==> src/rtl/multicycle_control_if.sv <==
// Control bundle between the multicycle MIPS control unit and its datapath.
// Ports: run/opcode/funct/zero flow into the controller; enables, selects,
//        alu_control, pc_en, illegal, state and instr_count flow out of it.
interface multicycle_control_if #(
  parameter int COUNT_WIDTH = 32
);
  logic                   run;
  logic [5:0]             opcode;
  logic [5:0]             funct;
  logic                   zero;
  logic                   mem_ren;
  logic                   mem_wen;
  logic                   iord;
  logic                   ir_write;
  logic                   reg_write;
  logic                   reg_dst;
  logic                   mem_to_reg;
  logic                   alu_src_a;
  logic [1:0]             alu_src_b;
  logic [3:0]             alu_control;
  logic [1:0]             pc_src;
  logic                   pc_en;
  logic                   illegal;
  logic [3:0]             state;
  logic [COUNT_WIDTH-1:0] instr_count;

  // Controller side.
  modport master (
    input  run, opcode, funct, zero,
    output mem_ren, mem_wen, iord, ir_write, reg_write, reg_dst, mem_to_reg,
           alu_src_a, alu_src_b, alu_control, pc_src, pc_en, illegal,
           state, instr_count
  );

  // Datapath side.
  modport slave (
    output run, opcode, funct, zero,
    input  mem_ren, mem_wen, iord, ir_write, reg_write, reg_dst, mem_to_reg,
           alu_src_a, alu_src_b, alu_control, pc_src, pc_en, illegal,
           state, instr_count
  );
endinterface

==> src/rtl/multicycle_control.sv <==
// Moore FSM sequencing a shared-memory multicycle MIPS datapath, with ALU
// function decode, a retired-instruction counter and a sticky illegal trap.
// Ports: clock, reset (sync active-low), bus (multicycle_control_if.master).
module multicycle_control #(
  parameter int COUNT_WIDTH = 32
) (
  input logic                  clock,
  input logic                  reset,
  multicycle_control_if.master bus
);

  typedef enum logic [3:0] {
    S_IDLE     = 4'd0,
    S_FETCH    = 4'd1,
    S_DECODE   = 4'd2,
    S_MEMADR   = 4'd3,
    S_MEMREAD  = 4'd4,
    S_MEMWB    = 4'd5,
    S_MEMWRITE = 4'd6,
    S_EXECUTE  = 4'd7,
    S_ALUWB    = 4'd8,
    S_BRANCH   = 4'd9,
    S_ADDIEX   = 4'd10,
    S_ADDIWB   = 4'd11,
    S_JUMP     = 4'd12,
    S_TRAP     = 4'd13
  } state_t;

  localparam logic [3:0] ALU_AND = 4'd0;
  localparam logic [3:0] ALU_OR  = 4'd1;
  localparam logic [3:0] ALU_ADD = 4'd2;
  localparam logic [3:0] ALU_SUB = 4'd6;
  localparam logic [3:0] ALU_SLT = 4'd7;
  localparam logic [3:0] ALU_NOR = 4'd12;

  state_t                 state_q;
  state_t                 state_d;
  logic [COUNT_WIDTH-1:0] count_q;
  logic                   pc_write;
  logic                   branch;
  logic                   is_final;
  logic                   funct_ok;
  logic [3:0]             funct_alu;

  // R-type funct decode; funct_ok gates dispatch so EXECUTE only ever sees
  // a function the ALU supports.
  always_comb begin
    funct_ok  = 1'b1;
    funct_alu = ALU_AND;
    case (bus.funct)
      6'd32:   funct_alu = ALU_ADD;
      6'd34:   funct_alu = ALU_SUB;
      6'd36:   funct_alu = ALU_AND;
      6'd37:   funct_alu = ALU_OR;
      6'd39:   funct_alu = ALU_NOR;
      6'd42:   funct_alu = ALU_SLT;
      default: funct_ok  = 1'b0;
    endcase
  end

  // State register.
  always_ff @(posedge clock) begin
    if (!reset) state_q <= S_IDLE;
    else        state_q <= state_d;
  end

  // Final states are the only ones that retire an instruction.
  always_comb begin
    case (state_q)
      S_MEMWB, S_MEMWRITE, S_ALUWB, S_ADDIWB, S_BRANCH, S_JUMP: is_final = 1'b1;
      default:                                                  is_final = 1'b0;
    endcase
  end

  // Next-state logic.
  always_comb begin
    state_d = S_IDLE;
    case (state_q)
      S_IDLE:   state_d = bus.run ? S_FETCH : S_IDLE;
      S_FETCH:  state_d = S_DECODE;
      S_DECODE: begin
        case (bus.opcode)
          6'd0:        state_d = funct_ok ? S_EXECUTE : S_TRAP;
          6'd35, 6'd43: state_d = S_MEMADR;
          6'd4:        state_d = S_BRANCH;
          6'd8:        state_d = S_ADDIEX;
          6'd2:        state_d = S_JUMP;
          default:     state_d = S_TRAP;
        endcase
      end
      S_MEMADR:  state_d = (bus.opcode == 6'd35) ? S_MEMREAD : S_MEMWRITE;
      S_MEMREAD: state_d = S_MEMWB;
      S_EXECUTE: state_d = S_ALUWB;
      S_ADDIEX:  state_d = S_ADDIWB;
      S_MEMWB, S_MEMWRITE, S_ALUWB, S_ADDIWB, S_BRANCH, S_JUMP:
                 state_d = bus.run ? S_FETCH : S_IDLE;
      S_TRAP:    state_d = S_TRAP;
      default:   state_d = S_IDLE;
    endcase
  end

  // Output logic: Moore outputs, plus funct into alu_control and zero into pc_en.
  always_comb begin
    bus.mem_ren     = 1'b0;
    bus.mem_wen     = 1'b0;
    bus.iord        = 1'b0;
    bus.ir_write    = 1'b0;
    bus.reg_write   = 1'b0;
    bus.reg_dst     = 1'b0;
    bus.mem_to_reg  = 1'b0;
    bus.alu_src_a   = 1'b0;
    bus.alu_src_b   = 2'b00;
    bus.alu_control = ALU_AND;
    bus.pc_src      = 2'b00;
    bus.illegal     = 1'b0;
    pc_write        = 1'b0;
    branch          = 1'b0;
    case (state_q)
      S_FETCH: begin
        bus.mem_ren     = 1'b1;
        bus.ir_write    = 1'b1;
        pc_write        = 1'b1;
        bus.alu_src_b   = 2'b01;
        bus.alu_control = ALU_ADD;
      end
      S_DECODE: begin
        bus.alu_src_b   = 2'b11;
        bus.alu_control = ALU_ADD;
      end
      S_MEMADR, S_ADDIEX: begin
        bus.alu_src_a   = 1'b1;
        bus.alu_src_b   = 2'b10;
        bus.alu_control = ALU_ADD;
      end
      S_MEMREAD: begin
        bus.mem_ren = 1'b1;
        bus.iord    = 1'b1;
      end
      S_MEMWRITE: begin
        bus.mem_wen = 1'b1;
        bus.iord    = 1'b1;
      end
      S_MEMWB: begin
        bus.reg_write  = 1'b1;
        bus.mem_to_reg = 1'b1;
      end
      S_EXECUTE: begin
        bus.alu_src_a   = 1'b1;
        bus.alu_control = funct_alu;
      end
      S_ALUWB: begin
        bus.reg_write = 1'b1;
        bus.reg_dst   = 1'b1;
      end
      S_ADDIWB: bus.reg_write = 1'b1;
      S_BRANCH: begin
        bus.alu_src_a   = 1'b1;
        bus.alu_control = ALU_SUB;
        branch          = 1'b1;
        bus.pc_src      = 2'b01;
      end
      S_JUMP: begin
        pc_write   = 1'b1;
        bus.pc_src = 2'b10;
      end
      S_TRAP:  bus.illegal = 1'b1;
      default: ;
    endcase
  end

  assign bus.pc_en = pc_write | (branch & bus.zero);
  assign bus.state = state_q;

  // Retired-instruction counter; a final state always leaves on the next edge.
  always_ff @(posedge clock) begin
    if (!reset)        count_q <= '0;
    else if (is_final) count_q <= count_q + {{(COUNT_WIDTH-1){1'b0}}, 1'b1};
  end

  assign bus.instr_count = count_q;

endmodule

==> src/flat_wrapper.sv <==
// flat-port wrapper written by rule: the top's interface ports become plain ports
module multicycle_control_flat 
#(
  parameter int COUNT_WIDTH = 32
)
  (clock, reset, bus_run, bus_opcode, bus_funct, bus_zero, bus_mem_ren, bus_mem_wen, bus_iord, bus_ir_write, bus_reg_write, bus_reg_dst, bus_mem_to_reg, bus_alu_src_a, bus_alu_src_b, bus_alu_control, bus_pc_src, bus_pc_en, bus_illegal, bus_state, bus_instr_count);
  multicycle_control_if #(.COUNT_WIDTH(COUNT_WIDTH)) bus_i ();
  input logic clock;
  input logic reset;
  input wire logic [$bits(bus_i.run)-1:0] bus_run;
  input wire logic [$bits(bus_i.opcode)-1:0] bus_opcode;
  input wire logic [$bits(bus_i.funct)-1:0] bus_funct;
  input wire logic [$bits(bus_i.zero)-1:0] bus_zero;
  output wire logic [$bits(bus_i.mem_ren)-1:0] bus_mem_ren;
  output wire logic [$bits(bus_i.mem_wen)-1:0] bus_mem_wen;
  output wire logic [$bits(bus_i.iord)-1:0] bus_iord;
  output wire logic [$bits(bus_i.ir_write)-1:0] bus_ir_write;
  output wire logic [$bits(bus_i.reg_write)-1:0] bus_reg_write;
  output wire logic [$bits(bus_i.reg_dst)-1:0] bus_reg_dst;
  output wire logic [$bits(bus_i.mem_to_reg)-1:0] bus_mem_to_reg;
  output wire logic [$bits(bus_i.alu_src_a)-1:0] bus_alu_src_a;
  output wire logic [$bits(bus_i.alu_src_b)-1:0] bus_alu_src_b;
  output wire logic [$bits(bus_i.alu_control)-1:0] bus_alu_control;
  output wire logic [$bits(bus_i.pc_src)-1:0] bus_pc_src;
  output wire logic [$bits(bus_i.pc_en)-1:0] bus_pc_en;
  output wire logic [$bits(bus_i.illegal)-1:0] bus_illegal;
  output wire logic [$bits(bus_i.state)-1:0] bus_state;
  output wire logic [$bits(bus_i.instr_count)-1:0] bus_instr_count;
  assign bus_i.run = bus_run;
  assign bus_i.opcode = bus_opcode;
  assign bus_i.funct = bus_funct;
  assign bus_i.zero = bus_zero;
  assign bus_mem_ren = bus_i.mem_ren;
  assign bus_mem_wen = bus_i.mem_wen;
  assign bus_iord = bus_i.iord;
  assign bus_ir_write = bus_i.ir_write;
  assign bus_reg_write = bus_i.reg_write;
  assign bus_reg_dst = bus_i.reg_dst;
  assign bus_mem_to_reg = bus_i.mem_to_reg;
  assign bus_alu_src_a = bus_i.alu_src_a;
  assign bus_alu_src_b = bus_i.alu_src_b;
  assign bus_alu_control = bus_i.alu_control;
  assign bus_pc_src = bus_i.pc_src;
  assign bus_pc_en = bus_i.pc_en;
  assign bus_illegal = bus_i.illegal;
  assign bus_state = bus_i.state;
  assign bus_instr_count = bus_i.instr_count;
  multicycle_control #(.COUNT_WIDTH(COUNT_WIDTH)) u_core (.clock(clock), .reset(reset), .bus(bus_i));
endmodule
==> config.mk <==
export PLATFORM = sky130hd
export DESIGN_NAME = multicycle_control_flat
export DESIGN_NICKNAME = d
export VERILOG_FILES = /design/src/rtl/multicycle_control_if.sv /design/src/rtl/multicycle_control.sv /design/src/flat_wrapper.sv
export SDC_FILE = /design/constraint.sdc
export NUM_CORES = 1
export LEC_CHECK = 0
export ABC_AREA = 1
export CAP_MARGIN = 25
export CORE_AREA = 2 2 80 82
export CTS_CLUSTER_DIAMETER = 60
export DETAILED_ROUTE_END_ITERATION = 8
export DIE_AREA = 0 0 82 84
export GPL_TIMING_DRIVEN = 0
export HOLD_SLACK_MARGIN = 0.03
export PLACE_DENSITY = 0.74
export SLEW_MARGIN = 10
export SYNTH_ARGS = -nofsm -noshare
export SYNTH_HDL_FRONTEND = slang
export SYNTH_SLANG_ARGS = --single-unit
==> constraint.sdc <==
create_clock -name clock -period 1.36 [get_ports clock]
set_input_delay 0.136 -clock clock [delete_from_list [all_inputs] [get_ports clock]]
set_output_delay 0.136 -clock clock [all_outputs]
set_load 0.03 [all_outputs]
== Word level (Yosys, flattened, before mapping) ==
Index checks and enable logic that the tools add are counted.

* Add/sub/neg operators: 1
* Multipliers: 0
* Div/mod/pow operators: 0
* $lt $le $gt $ge: 0
* Eq/ne operators: 24
* Shifts and indexed selects: 0
* Muxes and demuxes: 22
* Bitwise operators: 2
* Reductions and logical operators: 13

{| class="wikitable"
|+ Operators by type and width
! cell !! count
|-
| 6-bit equality test, second input constant || 8
|-
| 4-bit one-hot mux with 5 select lines || 2
|-
| 32-bit by 1-bit adder with 32-bit output, second input constant || 1
|-
| 4-bit one-hot mux with 8 select lines || 1
|-
| 4-bit equality test, second input constant || 6
|-
| 4-bit by 3-bit equality test with 1-bit output, second input constant || 4
|-
| 1-bit 2-to-1 mux || 14
|-
| 4-bit one-hot mux with 3 select lines || 1
|-
| 6-bit OR reduction || 2
|-
| 2-bit OR reduction || 5
|-
| 4-bit by 2-bit equality test with 1-bit output, second input constant || 2
|-
| 4-bit OR reduction || 2
|-
| 7-bit OR reduction || 1
|-
| 6-bit by 2-bit equality test with 1-bit output, second input constant || 1
|-
| 6-bit by 3-bit equality test with 1-bit output, second input constant || 1
|-
| 6-bit by 4-bit equality test with 1-bit output, second input constant || 1
|-
| 6-bit logical NOT || 1
|-
| 2-bit one-hot mux with 3 select lines || 1
|-
| 4-bit by 1-bit equality test with 1-bit output, second input constant || 1
|-
| 4-bit logical NOT || 1
|-
| 4-bit 2-to-1 mux || 1
|-
| 2-bit one-hot mux with 2 select lines || 1
|-
| 3-bit OR reduction || 1
|-
| 2-bit 2-to-1 mux || 1
|-
| other kinds (2) || 2
|}

* Register bits: 36
* Bits in latches: 0
* Memory bits (writable): 0
* Bits in read-only memories: 0
* Bits of input ports: 16
* Output and inout bits: 54
* Word-level logic and storage cells: 64
* Memories: 0

== Logic depth before layout (Yosys ltp) ==
* Depth in word-level cells: 6
* Gate-level depth with buffers: 12

== Least setup slack after synthesis ==
OpenSTA, ideal clock, no wires.

* Path type: reg-to-output
* From: reg u_core.state_q[0] (netlist: u_core.bus.state[0])
* To: out bus_alu_control[1]
* Data arrival time: 2.193 ns
* Setup slack: -0.969 ns
* Stages on the path, launching flop included: 6
* Path through: dfxtp_1 buf_4 nand2_1 nor2_1 inv_1 o311ai_0

* Cells in the longest elaborated chain, start to end: 3
* Elaborated cells on any way between the ends: 8
* Classes of those cells: 6 x eq/ne; 1 x mux; 1 x reduce/logical

{| class="wikitable"
|+ RTL lines
! what !! line !! source
|-
| start: declaration || multicycle_control.sv:36 || <nowiki>state_t state_q;</nowiki>
|-
| start signal: assignment || multicycle_control.sv:64 || <nowiki>else state_q <= state_d;</nowiki>
|-
| 4-bit by 2-bit equality test with 1-bit output, or another cell as far along || multicycle_control.sv:118 || <nowiki>case (state_q)</nowiki>
|-
| 4-bit OR reduction (no line) || - ||
|-
| 4-bit one-hot mux with 3 select lines (*) || multicycle_control.sv:118 ||
|-
| end: declaration || flat_wrapper.sv:23 || <nowiki>output wire logic [$bits(bus_i.alu_control)-1:0] bus_alu_control;</nowiki>
|}

Every way passes the cells marked *; elsewhere a longest branch is shown, timed or not.

== Worst setup path after layout ==
Ends and elaborated chain as after synthesis.

==> summary.md <==
| Metric | Value |
|---|---|
| DRT iter0 DRCs | `256` |
| # IOs | `70` |
| Die area | `6890 um^2` |
| Sw Share | `41.6%` |
| Clk buf depth | `2` |
| Largest net degree at the start of global routing | `11` |
| Pre-CTS setup slack | `-716 ps` |
| CTS Root Cell | `clkbuf_8` |
| Cell count after placement | `612` |
| Share of layout cells above drive strength 1 | `35.4%` |
| CTS Buf Count | `5` |
| R2r startpoint | `u_core.bus.state[0]` |
| Fmax | `604 MHz` |
| Internal power | `0.00250 W` |
| Die W | `82 um` |
| HPWL after DPL | `6.03 mm` |
| Cell row count | `29` |
| Count of different cell masters after synthesis | `32` |
| Crit start category | `flip-flop` |
| Seq cells post-synth | `36` |
| Hold buffer count at CTS | `0` |
| Vias/cell | `5.41` |
| Fin. Hold Viols | `0` |
| Setup violators final | `51` |
| Worst Tran Pin Value | `602 ps` |
| Peak supply drop | `0.860 mV` |
| Critical Path Source | `u_core.bus.state[0]` |
| Drt pass-1 iters | `6` |
| Worst min path class | `in2reg` |
| Min Tclk post-route | `1660 ps` |
| Clk sinks | `36` |
| Multi-input gate area in the final layout | `2080 um^2` |
| Crit path DAT | `1520 ps` |
| Setup crit end kind | `output pin` |
| Leakage | `1.90 nW` |
| Initial Utilization | `43.7%` |
| Setup tns final | `-9220 ps` |
| Clock Pin Slew Worst Setup and Hold Paths | `70 ps` |
| Hold wc startpoint | `bus_run` |
| Final Max Tran Viols | `0` |
| Syn_nets | `483` |
| Fill count | `496` |
| Fin nets | `591` |
| Power per standard cell area | `981 nW/um^2` |
| Max_cap viols | `0` |
| Vias | `3,522` |
| Area Overhead vs Synth | `63.9%` |
| First-pass GRT wire length | `14.0 mm` |
| Placer Congestion | `0.931` |
| Reg2Reg Setup Slack | `-230 ps` |
| H-tree Lvls | `2` |
| Fin worst setup slack | `-295 ps` |
| Crit path kind | `reg2out` |
| Avg Cell Area, Syn | `5.72 um^2` |
| Sequential-to-total area share from yosys stat | `27.1%` |
| GRT overflow | `0` |
| Vias in the first global route | `3,088` |
| Detail Route Antenna Nets | `0` |
| Port bufs | `69` |
| Clock Skews | `4.76 ps` |
| Clk_lat worst skew | `290 ps` |
| Initial antenna violation count | `0` |
| Die H | `84 um` |
| Violated checks | `setup timing` |
| DRC | `0` |
| Hold WS | `479 ps` |
| Non-filler instance count after layout | `651` |
| Net Sw Power | `0.00178 W` |
| Sequential cell area | `772 um^2` |
| GR Util All Layers | `25.4%` |
| Clock Power Share | `17.6%` |
| Post-Syn Area | `2660 um^2` |
| Status | `complete, but fails checks` |
| Final worst-path cycle share | `122%` |
| CTS tree | `built` |
| Antenna fix cells | `0` |
| Core Area | `6100 um^2` |
| Gate power share | `53.7%` |
| Mapped Cells | `466` |
| Worst-path maximum fanout | `7` |
| DR WL/cell | `14.7 um` |
| Unrepaired setup endpoints after global routing | `yes` |
| Rel. slew slack | `59.9%` |
| Final core occ | `71.6%` |
| Sequential share of power | `28.7%` |
| Yosys Warn Count | `0` |
| WL final | `9.59 mm` |
| WP data required | `1220 ps` |
-- power by group through the flow --
stage / Sequential (W) / Clock (W) / Combinational [W]
after floorplan: 0.00129 / 0 / 0.000895
after global placement: 0.00121 / 0 / 0.00145
after detailed placement: 0.00121 / 0 / 0.00147
after CTS: 0.00121 / 0.000754 / 0.00183
after global routing: 0.00124 / 0.000807 / 0.00239
final: 0.00123 / 0.000755 / 0.00230
-- logic make-up (layout without fill, tap and decap cells) --
logic type / count (synthesis) / in the layout / share of synthesized area (%)
adders and majority gates: 1 / 1 / 0.470
AOI/OAI and AO/OA: 38 / 38 / 8.69
buffers and inverters: 66 / 174 / 10.3
DFF: 36 / 36 / 27.1
and+or+nand+nor: 317 / 317 / 50.8
xor gates and xnor gates: 8 / 8 / 2.63
-- sequential cells by signal (all words and copies together), names as in the netlist --
signal	cells
u_core.bus.state	4
u_core.bus.instr_count	32
-- repair_timing --
action | CTS | global route
pin swaps | 20 | 22
buffers inserted | 14 | 16
setup endpoints to repair | 89 | 55
gates resized for setup | 220 | 73
cloned | 0 | 2
-- synthesized netlist by cell type, drive strengths merged --
cell / instances / area (um^2)
xor2: 5 / 43.8
nor3b: 2 / 15.0
and3: 1 / 6.26
buf: 7 / 53.8
nor3: 7 / 35.0
a21oi: 27 / 169
o21ai: 8 / 40.0
dfxtp: 36 / 721
nand2: 156 / 606
inv: 56 / 210
a211oi: 1 / 7.51
ha: 1 / 12.5
nor2: 105 / 432
xnor2: 3 / 26.3
nand3: 35 / 190
a31oi: 1 / 6.26
clkinv: 1 / 3.75
clkbuf: 2 / 7.51
nand4: 10 / 62.6
o311ai: 1 / 8.76
nand3b: 1 / 7.51
-- final cells by class --
type / count / area share [%]
multi-input combinational: 364 / 47.7
timing repair buffer: 101 / 22.3
sequential: 36 / 17.7
inverter: 57 / 5.64
buffer: 9 / 2.72
tap: 77 / 2.21
clock buffer: 6 / 1.66
clock inverter: 1 / 0.115
-- metal layers --
metal  GRT usage [%]  vias up  part of all wire, %  wire [um]
li1                -     1678                    -          -
met1            30.5     1645                   38       3630
met2            44.7      159                   52       5010
met3            4.98       40                  6.3        603
met4            7.27        0                  3.6        349
met5               0        -                    0          0
-- path summary, 6_finish.rpt --
check	endpoint	cells after the start
setup / recovery	bus_alu_control[1]	9
setup reg to reg	u_core.bus.instr_count[20]	11
hold reg to reg	u_core.bus.instr_count[12]	2
hold / removal	u_core.bus.state[0]	3
-- critical path, stage by stage (launching register included) --
cell and delay (ps):
dfxtp_4 370, buf_12 140, inv_8 50, nand2_8 80, nor2_4 40, nor2_2 120
inv_2 70, nor2_4 100, o311ai_4 90, buf_6 150
-- stage by stage --
step	power, W	area [um^2]
after floorplan	0.00218	2830
after global placement	0.00267	3610
after detailed placement	0.00268	3610
after CTS	0.00380	3970
after global routing	0.00443	4370
final	0.00428	4370
-- placed cells by master (no fill, tap or decap), drive strengths merged, types with 2 or more instances in the layout --
| master | Yosys | routed |
|---|---|---|
| dlygate4sd2 | 0 | 38 |
| o21ai | 8 | 8 |
| buf | 7 | 55 |
| clkbuf | 2 | 11 |
| xor2 | 5 | 5 |
| inv | 56 | 57 |
| xnor2 | 3 | 3 |
| nand4 | 10 | 10 |
| clkdlybuf4s50 | 0 | 11 |
| nor2 | 105 | 105 |
| nor3 | 7 | 7 |
| nand3 | 35 | 35 |
| nand2 | 156 | 156 |
| dfxtp | 36 | 36 |
| nor3b | 2 | 2 |
| a21oi | 27 | 27 |
(Power assumes the default switching activity.)
